==> config.mk <==
export PLATFORM = sky130hd
export DESIGN_NAME = prm_edge_scan_ctrl
export DESIGN_NICKNAME = d
export VERILOG_FILES = /design/src/rtl/prm_scan_pkg.sv /design/src/rtl/prm_popcnt.sv /design/src/rtl/prm_edge_scan_ctrl.sv
export SDC_FILE = /design/constraint.sdc
export NUM_CORES = 1
export LEC_CHECK = 0
export CORE_MARGIN = 4
export CORE_UTILIZATION = 57
export DETAILED_ROUTE_END_ITERATION = 10
export DONT_BUFFER_PORTS = 1
export GPL_TIMING_DRIVEN = 0
export PLACE_DENSITY = 0.77
export SYNTH_ARGS = -nofsm -noshare
export SYNTH_HDL_FRONTEND = slang
export SYNTH_SLANG_ARGS = --single-unit
==> constraint.sdc <==
create_clock -name clk -period 2 [get_ports clk]
set_clock_uncertainty 0.1 [all_clocks]
set_input_delay 0.4 -clock clk [delete_from_list [all_inputs] [get_ports clk]]
set_output_delay 0.4 -clock clk [all_outputs]
set_load 0.02 [all_outputs]
==> src/rtl/prm_scan_pkg.sv <==
// Types and constants shared by the edge-scan controller and its helpers.
package prm_scan_pkg;
  localparam int CODE_W = 15;
  localparam int CNT_W  = 16;

  typedef enum logic [2:0] {
    ST_IDLE    = 3'd0,
    ST_SETTLE  = 3'd1,
    ST_CAPTURE = 3'd2,
    ST_EMIT    = 3'd3,
    ST_DONE    = 3'd4
  } scan_state_e;
endpackage

==> src/rtl/prm_popcnt.sv <==
// Combinational population count of one edge_mask word.
module prm_popcnt #(
  parameter int GROUP_W = 16,
  parameter int OUT_W   = $clog2(GROUP_W + 1)
) (
  input  logic [GROUP_W-1:0] din,
  output logic [OUT_W-1:0]   cnt
);
  always_comb begin
    cnt = '0;
    for (int i = 0; i < GROUP_W; i++) cnt = cnt + OUT_W'(din[i]);
  end
endmodule

==> src/rtl/prm_edge_scan_ctrl.sv <==
// Walks every checker group for one obstacle code, streams each captured
// edge_mask word out and accumulates the total number of blocked edges.
module prm_edge_scan_ctrl
  import prm_scan_pkg::*;
#(
  parameter int NUM_GROUPS = 64,
  parameter int GROUP_W    = 16,
  parameter int CHK_LAT    = 1
) (
  input  logic                          clk,
  input  logic                          rst_n,
  input  logic                          req_valid,
  output logic                          req_ready,
  input  logic [CODE_W-1:0]             req_code,
  input  logic                          abort,
  output logic [CODE_W-1:0]             chk_code,
  output logic [$clog2(NUM_GROUPS)-1:0] chk_grp,
  input  logic [GROUP_W-1:0]            chk_mask,
  output logic                          mask_valid,
  input  logic                          mask_ready,
  output logic [$clog2(NUM_GROUPS)-1:0] mask_grp,
  output logic [GROUP_W-1:0]            mask_data,
  output logic [CNT_W-1:0]              blocked_cnt,
  output logic                          busy,
  output logic                          done
);
  localparam int GRP_W = $clog2(NUM_GROUPS);
  localparam int PC_W  = $clog2(GROUP_W + 1);
  localparam logic [GRP_W-1:0] GRP_LAST    = GRP_W'(NUM_GROUPS - 1);
  localparam logic [2:0]       SETTLE_LAST = 3'(CHK_LAT - 1);

  scan_state_e        state_q, state_d;
  logic [CODE_W-1:0]  chk_code_q, chk_code_d;
  logic [GRP_W-1:0]   chk_grp_q, chk_grp_d;
  logic [2:0]         settle_q, settle_d;
  logic [GROUP_W-1:0] mask_data_q, mask_data_d;
  logic [GRP_W-1:0]   mask_grp_q, mask_grp_d;
  logic [CNT_W-1:0]   blocked_q, blocked_d;
  logic [PC_W-1:0]    pop_cnt;

  prm_popcnt #(.GROUP_W(GROUP_W), .OUT_W(PC_W)) u_popcnt (
    .din (chk_mask),
    .cnt (pop_cnt)
  );

  always_ff @(posedge clk or negedge rst_n) begin
    if (!rst_n) begin
      state_q     <= ST_IDLE;
      chk_code_q  <= '0;
      chk_grp_q   <= '0;
      settle_q    <= '0;
      mask_data_q <= '0;
      mask_grp_q  <= '0;
      blocked_q   <= '0;
    end else begin
      state_q     <= state_d;
      chk_code_q  <= chk_code_d;
      chk_grp_q   <= chk_grp_d;
      settle_q    <= settle_d;
      mask_data_q <= mask_data_d;
      mask_grp_q  <= mask_grp_d;
      blocked_q   <= blocked_d;
    end
  end

  // Abort wins over everything, including a same-cycle EMIT handshake.
  always_comb begin
    state_d     = state_q;
    chk_code_d  = chk_code_q;
    chk_grp_d   = chk_grp_q;
    settle_d    = settle_q;
    mask_data_d = mask_data_q;
    mask_grp_d  = mask_grp_q;
    blocked_d   = blocked_q;
    if (abort && (state_q != ST_IDLE)) begin
      state_d = ST_IDLE;
    end else begin
      case (state_q)
        ST_IDLE: begin
          if (req_valid) begin
            state_d    = ST_SETTLE;
            chk_code_d = req_code;
            chk_grp_d  = '0;
            settle_d   = '0;
            blocked_d  = '0;
          end
        end
        ST_SETTLE: begin
          if (settle_q == SETTLE_LAST) state_d = ST_CAPTURE;
          else                         settle_d = settle_q + 3'd1;
        end
        ST_CAPTURE: begin
          mask_data_d = chk_mask;
          mask_grp_d  = chk_grp_q;
          blocked_d   = blocked_q + CNT_W'(pop_cnt);
          state_d     = ST_EMIT;
        end
        ST_EMIT: begin
          if (mask_ready) begin
            if (chk_grp_q == GRP_LAST) begin
              state_d = ST_DONE;
            end else begin
              chk_grp_d = chk_grp_q + GRP_W'(1);
              settle_d  = '0;
              state_d   = ST_SETTLE;
            end
          end
        end
        ST_DONE: state_d = ST_IDLE;
        default: state_d = ST_IDLE;
      endcase
    end
  end

  always_comb begin
    req_ready  = 1'b0;
    busy       = 1'b1;
    mask_valid = 1'b0;
    done       = 1'b0;
    case (state_q)
      ST_IDLE: begin
        req_ready = 1'b1;
        busy      = 1'b0;
      end
      ST_EMIT: mask_valid = 1'b1;
      ST_DONE: done       = 1'b1;
      default: ;
    endcase
  end

  assign chk_code    = chk_code_q;
  assign chk_grp     = chk_grp_q;
  assign mask_data   = mask_data_q;
  assign mask_grp    = mask_grp_q;
  assign blocked_cnt = blocked_q;
endmodule

==> summary.md, run 1 <==
| Metric | Value |
|---|---|
| Pwr Density | `roughly 1500 nW/µm²` |
| Kind of cell with the highest combined delay on the critical path | `adder cells` |
| Iteration-0 DRC count of the detailed router | `114` |
| Area share of the largest cell type after synthesis | `45.5%` |
| Worst Slack Setup Final | `-2.69 ns` |
| Mean post-synth cell area | `9.43 µm²` |
| Biggest area contributors in the synthesized netlist | `sky130_fd_sc_hd__dfrtp_1 (46%), sky130_fd_sc_hd__nand2_1 (9.8%), sky130_fd_sc_hd__fa_1 (6.2%)` |
| Status | `complete, but fails checks` |
| Cell variety after synth | `49` |
| Max_cap viols | `0` |
| Critical path arrival | `4.86 ns` |
| Via-per-instance ratio | `slightly below 6` |
| Launch instance of the worst register-to-register path | `blocked_cnt[0]` |
| Required time of the critical path | `2.17 ns` |
| Number of cells on the worst reg-to-reg path | `7` |
| GRT Overall Usage | `23.5%` |
| Cell at the slowest stage of the critical path | `sky130_fd_sc_hd__fa_1` |
| Total number of nets in the final design | `465` |
| Post-Syn Instances | `379` |
| Vias in the first global route | `a little under 3000` |
| Clock input transition at the sequential cells of the worst setup and hold paths | `0.07 ns` |
| Number of enable-type register cells in the synthesized netlist | `0` |
| Root buffer cell | `sky130_fd_sc_hd__clkbuf_8` |
| Top fanout value on the critical path | `4` |
| Hold Path Class | `primary input to asynchronous set/reset pin` |
| Slowest cell delay on critical path | `0.54 ns` |
| Routed wire length per instance | `17.7 µm` |
| Synth area leader | `sky130_fd_sc_hd__dfrtp_1` |
| CP Capture Type | `register` |
| Fin crit share | `235%` |
| Unrepaired setup endpoints after global routing | `true` |
| Series of cell instances along the critical path | `ha_4 -> inv_2 -> fa_1 -> fa_1 -> fa_1 -> fa_1 -> fa_2 -> fa_2 -> fa_2 -> nand3b_1 -> a31o_4 -> or4_4 -> a21oi_1` |
| Layout overhead on the synthesized area | `20.0%` |
| Wire length of the first global-routing pass | `approximately 14000 µm` |
| Remaining max-slew budget at the tightest pin | `50.7%` |
| Max Root-Sink Buffers | `2` |
| Crit. Startpoint | `chk_mask[1]` |
| Layout cell share with drive strength beyond 1 | `20.3%` |
| Depth of the CTS H-tree | `3` |
| Count of fill cells added during filler insertion | `447` |
| Violated checks | `negative hold slack, negative setup slack` |
| Most repeated library cell on the critical path | `sky130_fd_sc_hd__fa_1` |
| Pin count of the biggest net entering global routing | `66` |
| CP Capture Point | `blocked_cnt[14]` |
| Max Clock Freq | `213 MHz` |
| Total via count in the routed design | `2867` |
| Tmin final | `4.69 ns` |
| Die extent in x | `about 87 µm` |
| Final instance count without filler cells | `484` |
| Crit path launch type | `primary input` |
| Number of buffers created by CTS | `9` |
| Antenna-violating nets left | `0` |
| Total length of routed wires | `about 8600 µm` |
| Area of the core | `~6000 µm²` |
| Max Slew Vio Count | `0` |
| Final Power | `6.62 mW` |
| DP Cell Count | `454` |
| Buffers & Inverters on Critical Path | `1` |
| Die height | `87.2 µm` |
| GRT Residual Overflow | `0` |
| HPWL after detailed placement | `6020 µm` |
| Post-Synthesis Net Count | `440` |
| Antenna diode instance count | `0` |
| Capture point of the worst reg-to-reg path | `blocked_cnt[14]` |
| Leakage | `2.00 nW` |
| Number of warnings printed during yosys synthesis | `0` |
| Detailed-routing iteration count for the pre-antenna-repair pass | `4` |
| Die outline area | `7600 µm²` |
| TritonCTS clock tree | `done` |
| Post-synthesis async set-or-reset flop share | `100%` |
| Setup Viol. Count Final | `16` |
| Number of buffer cells added on primary ports | `0` |
| Clock Sink Count | `65` |
| # IOs | `99` |
| Worst Hold Margin | `-0.355 ns` |
| Number of logic stages on the critical path including buffering | `13` |
| Final number of hold-violating endpoints | `65` |
| Final sum of negative setup slack | `-38.84 ns` |
| Synth Flop Type | `sky130_fd_sc_hd__dfrtp_1` |
| Sequential element share of the synthesized area | `45.5%` |
| Final weighted congestion in routability-driven placement | `~0.81` |
| Number of remaining DRC errors | `0` |
| Antenna violations before repair | `0` |
| Starting Density | `59.6%` |
| Post-synthesis cell area | `3570 µm²` |
| Site Rows | `28` |
| Transition time at the pin with the least slew margin | `0.736 ns` |
| Peak ir drop on the vdd network | `0.000958 V` |
| Reg-to-reg setup timing slack | `-0.36 ns` |
| Register bit count reported by yosys | `65` |
| Critical path type | `primary input to register` |
| Worst skew pair latency | `0.34 ns` |
[logic make-up after synthesis]
group                      synth area share, %
and+or+nand+nor                           19.4
AOI/OAI and AO/OA                         16.1
DFF                                       45.5
muxes                                    0.841
adders and majority gates                 11.1
buffers and inverters                     6.13
xor gates and xnor gates                 0.981
[state kept, by name, summed over array words and instances, names as in the netlist]
signal,flops
blocked_cnt,16
mask_data,16
chk_code,15
chk_grp,6
mask_grp,6
settle_q,3
state_q,3
[metrics by stage]
stage / cell area (µm²) / hold WS, ns / worst slack [ns] / utilization [%]
after CTS: 4180 / -0.360 / -2.68 / 69.8
after floorplan: 3660 / 0.00441 / -2.85 / -
after global routing: 4290 / -0.364 / -2.82 / 71.6
after global placement: 3750 / 0.00661 / -2.99 / 62.6
final: 4290 / -0.355 / -2.69 / 71.6
after detailed placement: 3750 / 0.00632 / -3.05 / 62.6
[worst min-delay path by stage]
stage                     start             end  slack (ns)  depth (start not counted)
after floorplan           rst_n  blocked_cnt[0]       0.004                          0
after global placement    rst_n   mask_data[12]       0.007                          0
after detailed placement  rst_n   mask_data[14]       0.006                          0
after CTS                 rst_n  blocked_cnt[5]       -0.36                          0
after global routing      rst_n    mask_data[8]       -0.36                          0
final                     rst_n  blocked_cnt[5]       -0.36                          0
[report_power, final]
| group | internal [mW] | switching (mW) | leakage [nW] |
|---|---|---|---|
| logic | 1.27 | 1.57 | 1.03 |
| clock network | 0.765 | 0.506 | 0.115 |
| registers | 1.71 | 0.789 | 0.853 |
[layer usage]
layer	track usage, %	up-vias	wire length [µm]
met1	30.7	1383	3550
met5	0	-	0
li1	-	1353	-
met3	7.95	11	815
met2	36.8	120	4090
met4	8.09	0	114
[placed cells by master (no fill, tap or decap), types with 3 or more instances in the layout]
master	synthesis	final
sky130_fd_sc_hd__buf_4	1	14
sky130_fd_sc_hd__ha_4	0	5
sky130_fd_sc_hd__o2111ai_1	6	5
sky130_fd_sc_hd__ha_1	14	9
sky130_fd_sc_hd__fa_1	11	8
sky130_fd_sc_hd__buf_6	1	4
sky130_fd_sc_hd__dfrtp_1	65	64
sky130_fd_sc_hd__a21oi_2	0	3
sky130_fd_sc_hd__a21oi_4	0	3
sky130_fd_sc_hd__fa_2	0	3
sky130_fd_sc_hd__and3_1	9	8
sky130_fd_sc_hd__o21ai_1	2	4
sky130_fd_sc_hd__a21oi_1	16	10
sky130_fd_sc_hd__mux2i_1	3	3
sky130_fd_sc_hd__o211ai_1	3	3
sky130_fd_sc_hd__clkbuf_8	0	11
sky130_fd_sc_hd__o31ai_1	9	8
sky130_fd_sc_hd__nand4_1	3	3
sky130_fd_sc_hd__nand2_1	93	93
sky130_fd_sc_hd__or4_1	6	4
sky130_fd_sc_hd__nand3b_1	3	3
sky130_fd_sc_hd__inv_1	37	34
sky130_fd_sc_hd__clkbuf_1	10	5
sky130_fd_sc_hd__nor3_1	5	4
sky130_fd_sc_hd__o21a_1	4	3
sky130_fd_sc_hd__nand3_1	6	6
sky130_fd_sc_hd__clkbuf_4	0	4
sky130_fd_sc_hd__o21ai_0	28	24
[cell usage after synthesis, types with 3 or more instances]
| master | instances |
|---|---|
| sky130_fd_sc_hd__o2111ai_1 | 6 |
| sky130_fd_sc_hd__inv_1 | 37 |
| sky130_fd_sc_hd__dfrtp_1 | 65 |
| sky130_fd_sc_hd__and3_1 | 9 |
| sky130_fd_sc_hd__buf_2 | 4 |
| sky130_fd_sc_hd__mux2i_1 | 3 |
| sky130_fd_sc_hd__nand4_1 | 3 |
| sky130_fd_sc_hd__o211ai_1 | 3 |
| sky130_fd_sc_hd__or4_1 | 6 |
| sky130_fd_sc_hd__nand2_1 | 93 |
| sky130_fd_sc_hd__fa_1 | 11 |
| sky130_fd_sc_hd__nand3_1 | 6 |
| sky130_fd_sc_hd__ha_1 | 14 |
| sky130_fd_sc_hd__o21ai_0 | 28 |
| sky130_fd_sc_hd__o31ai_1 | 9 |
| sky130_fd_sc_hd__nor3_1 | 5 |
| sky130_fd_sc_hd__o21a_1 | 4 |
| sky130_fd_sc_hd__clkbuf_1 | 10 |
| sky130_fd_sc_hd__nand3b_1 | 3 |
| sky130_fd_sc_hd__a21oi_1 | 16 |
[layout make-up]
class	count	area [µm²]	share of cell area, %
Multi-Input combinational cell	260	1960	45.7
Sequential cell	65	1630	38.0
Clock buffer	11	151	3.53
Inverter	38	148	3.44
Timing Repair Buffer	15	133	3.09
Buffer	15	96.3	2.25
Tap cell	75	93.8	2.19
Clock inverter	5	77.6	1.81
[timing repair]
| action | 4_1_cts | 5_1_grt |
|---|---|---|
| buffers inserted | 11 | 4 |
| hold endpoints to repair | 65 | 65 |
| resized for setup | 26 | 17 |
| setup endpoints to repair | 59 | 34 |
| pin swaps | 14 | 8 |
Note: power is estimated with default switching activity, not from simulation.
==> run 2, diff against run 1 <==
--- a/config.mk
+++ b/config.mk
@@ -9,7 +9,7 @@
 export CORE_UTILIZATION = 57
 export DETAILED_ROUTE_END_ITERATION = 10
 export DONT_BUFFER_PORTS = 1
-export GPL_TIMING_DRIVEN = 0
+export GPL_TIMING_DRIVEN = 1
 export PLACE_DENSITY = 0.77
 export SYNTH_ARGS = -nofsm -noshare
 export SYNTH_HDL_FRONTEND = slang
==> run 2 against run 1 <==
Effect of this change: non-clock buffer count is 38 higher; hold slack about the same; register-to-register slack improved by 0.18 ns; clock-buffer cell count is 1 higher; total power rose by 5.4%; critical path type unchanged; sequential power shrank 4%; worst setup slack better by 0.020 ns; maximum frequency grew 0.43%; first-iteration DRC count rose by 7.9%; sequential share of layout area is 2.6 points lower; flip-flop and latch count unchanged; the run still ends with negative hold slack, negative setup slack left; cell count rose by 7.9%.
==> summary.md, run 2 (synthesis gave the netlist of run 1 again) <==
| Metric | Value |
|---|---|
| Status | `complete, but fails checks (unchanged)` |
| Violated checks | `negative hold slack, negative setup slack (unchanged)` |
| CP Capture Type | `register (unchanged)` |
| Vias in the first global route | `3055 (was 2886)` |
| Leading cell types in the layout, fill and taps excluded | `sky130_fd_sc_hd__nand2_1 (93), sky130_fd_sc_hd__dfrtp_1 (62), sky130_fd_sc_hd__buf_4 (60) (was sky130_fd_sc_hd__nand2_1 (93), sky130_fd_sc_hd__dfrtp_1 (64), sky130_fd_sc_hd__inv_1 (34))` |
| GRT Residual Overflow | `0 (unchanged)` |
| Remaining max-slew budget at the tightest pin | `59.8% (was 50.7%)` |
| TritonCTS clock tree | `done (unchanged)` |
| Required time of the critical path | `2.18 ns (was 2.17 ns)` |
| Max Root-Sink Buffers | `2 (unchanged)` |
| Die height | `87.2 µm (unchanged)` |
| Final core area utilization | `76.9% (was 71.6%)` |
| Leakage | `2.20 nW (was 2.00 nW)` |
| Starting Density | `59.6% (unchanged)` |
| Routed wire length per instance | `17.1 µm (was 17.7 µm)` |
| Series of cell instances along the critical path | `ha_4 -> inv_2 -> fa_1 -> fa_2 -> fa_1 -> fa_1 -> fa_2 -> fa_2 -> fa_2 -> nand3b_1 -> a31o_4 -> or4_4 -> a21oi_2 (was ha_4 -> inv_2 -> fa_1 -> fa_1 -> fa_1 -> fa_1 -> fa_2 -> fa_2 -> fa_2 -> nand3b_1 -> a31o_4 -> or4_4 -> a21oi_1)` |
| Wire length of the first global-routing pass | `14500 µm (was 14000 µm)` |
| HPWL after detailed placement | `6380 µm (was 6020 µm)` |
| Max Clock Freq | `214 MHz (was 213 MHz)` |
| Clock input transition at the sequential cells of the worst setup and hold paths | `0.07 ns (about the same)` |
| Root buffer cell | `sky130_fd_sc_hd__clkbuf_8 (unchanged)` |
| Post-detailed-placement cell area | `4110 µm² (was 3750 µm²)` |
| Layout overhead on the synthesized area | `29.0% (was 20.0%)` |
| Layout cell share with drive strength beyond 1 | `28.9% (was 20.3%)` |
| Slowest cell delay on critical path | `0.53 ns (was 0.54 ns)` |
| Final instance count without filler cells | `522 (was 484)` |
| Clock Sink Count | `65 (unchanged)` |
| Count of fill cells added during filler insertion | `396 (was 447)` |
| Tmin final | `4.67 ns (was 4.69 ns)` |
| Via-per-instance ratio | `5.83 (was 5.92)` |
| Antenna-violating nets left | `0 (unchanged)` |
| Depth of the CTS H-tree | `3 (unchanged)` |
| Number of buffers created by CTS | `9 (unchanged)` |
| Die outline area | `7600 µm² (unchanged)` |
| Antenna diode instance count | `0 (unchanged)` |
| Pwr Density | `1510 nW/µm² (was 1540 nW/µm²)` |
| Top fanout value on the critical path | `4 (unchanged)` |
| Total number of nets in the final design | `503 (was 465)` |
| Critical path type | `primary input to register (unchanged)` |
| Cell at the slowest stage of the critical path | `sky130_fd_sc_hd__fa_1 (unchanged)` |
| Fin crit share | `234% (was 235%)` |
| Worst skew pair latency | `0.35 ns (was 0.34 ns)` |
| DP Cell Count | `494 (was 454)` |
| GRT Overall Usage | `24.6% (was 23.5%)` |
| Max_cap viols | `0 (unchanged)` |
| Peak ir drop on the vdd network | `0.000913 V (was 0.000958 V)` |
| Final Power | `6.97 mW (was 6.62 mW)` |
| Max Slew Vio Count | `0 (unchanged)` |
| Final sum of negative setup slack | `-38.32 ns (was -38.84 ns)` |
| Area of the core | `5990 µm² (unchanged)` |
| Die extent in x | `87.2 µm (unchanged)` |
| Crit path launch type | `primary input (unchanged)` |
| Area of all placed cells without fillers | `4610 µm² (was 4290 µm²)` |
| Number of buffer cells added on primary ports | `0 (unchanged)` |
| Critical path arrival | `4.85 ns (was 4.86 ns)` |
| Most repeated library cell on the critical path | `sky130_fd_sc_hd__fa_2 (was sky130_fd_sc_hd__fa_1)` |
| Worst Slack Setup Final | `-2.67 ns (was -2.69 ns)` |
| Final number of hold-violating endpoints | `65 (unchanged)` |
| Site Rows | `28 (unchanged)` |
| Hold Path Class | `primary input to asynchronous set/reset pin (unchanged)` |
| Total length of routed wires | `8950 µm (was 8570 µm)` |
| Setup Viol. Count Final | `16 (unchanged)` |
| Unrepaired setup endpoints after global routing | `true (unchanged)` |
| Number of remaining DRC errors | `0 (unchanged)` |
| Dpl ws | `-3.01 ns (was -3.05 ns)` |
| Detailed-routing iteration count for the pre-antenna-repair pass | `4 (unchanged)` |
| Area taken by multi-input logic gates | `1950 µm² (was 1960 µm²)` |
| Transition time at the pin with the least slew margin | `0.601 ns (was 0.736 ns)` |
| Iteration-0 DRC count of the detailed router | `123 (was 114)` |
| Most common library cell in the layout ignoring fill and taps | `sky130_fd_sc_hd__nand2_1 (unchanged)` |
| # IOs | `99 (unchanged)` |
| Pin count of the biggest net entering global routing | `66 (unchanged)` |
| Total via count in the routed design | `3045 (was 2867)` |
| FF+latch area | `1630 µm² (about the same)` |
| Worst Hold Margin | `-0.355 ns (about the same)` |
| Antenna violations before repair | `0 (unchanged)` |
| Final weighted congestion in routability-driven placement | `0.813 (was 0.808)` |
-- run 2: cell types whose count changed in the layout (fill, tap and decap cells not counted), sizes merged --
| cell | previous run | this run |
|---|---|---|
| buf | 20 | 68 |
| clkbuf | 21 | 12 |
| clkinvlp | 1 | 2 |
| clkinv | 2 | 0 |
-- run 2: worst max-delay path: cells and delay by family --
family          cells  cell delay [ns]
fa+ha+maj           8             3.35
simple gates        2             0.66
compound gates      2             0.41
buf+inv             1             0.03
-- run 2: worst paths after layout --
check / cells past startpoint / start / endpoint / slack, ns
max in group asynchronous: 0 / rst_n / state_q[1] / 2.02
max: 13 / chk_mask[1] / blocked_cnt[14] / -2.67
max reg2reg: 7 / blocked_cnt[0] / blocked_cnt[14] / -0.18
min: 0 / rst_n / mask_data[10] / -0.35
min in group clk: 2 / req_code[12] / chk_code[12] / 0.06
min reg2reg: 1 / settle_q[2] / settle_q[2] / 0.39
-- run 2: power breakdown --
part / internal [mW] / leakage (nW) / switching, mW
Sequential: 1.71 / 0.850 / 0.690
Clock: 0.770 / 0.109 / 0.504
Combinational: 1.59 / 1.24 / 1.71
-- run 2: cell type report --
cell class              instances  area share (%)
inverters                      38            3.15
well taps                      75            2.04
clock inverters                 4            1.63
flip-flops and latches         65            35.4
clock buffers                  12            3.37
repair buffers                 68            12.1
multi-input cells             260            42.3
-- run 2: what timing repair did --
action	CTS	global route
endpoints found under the hold margin	65	65
endpoints found under the setup margin	19	43
pin swaps	9	11
gates resized for setup	16	30
setup buffers	5	7
-- run 2: routing by layer --
layer | global-route usage (%) | vias to the layer above | wire length, µm
li1 | - | 1430 | -
met1 | 30.0 | 1463 | 3490
met2 | 41.3 | 130 | 4480
met3 | 7.10 | 22 | 802
met4 | 9.48 | 0 | 181
met5 | 0 | - | 0
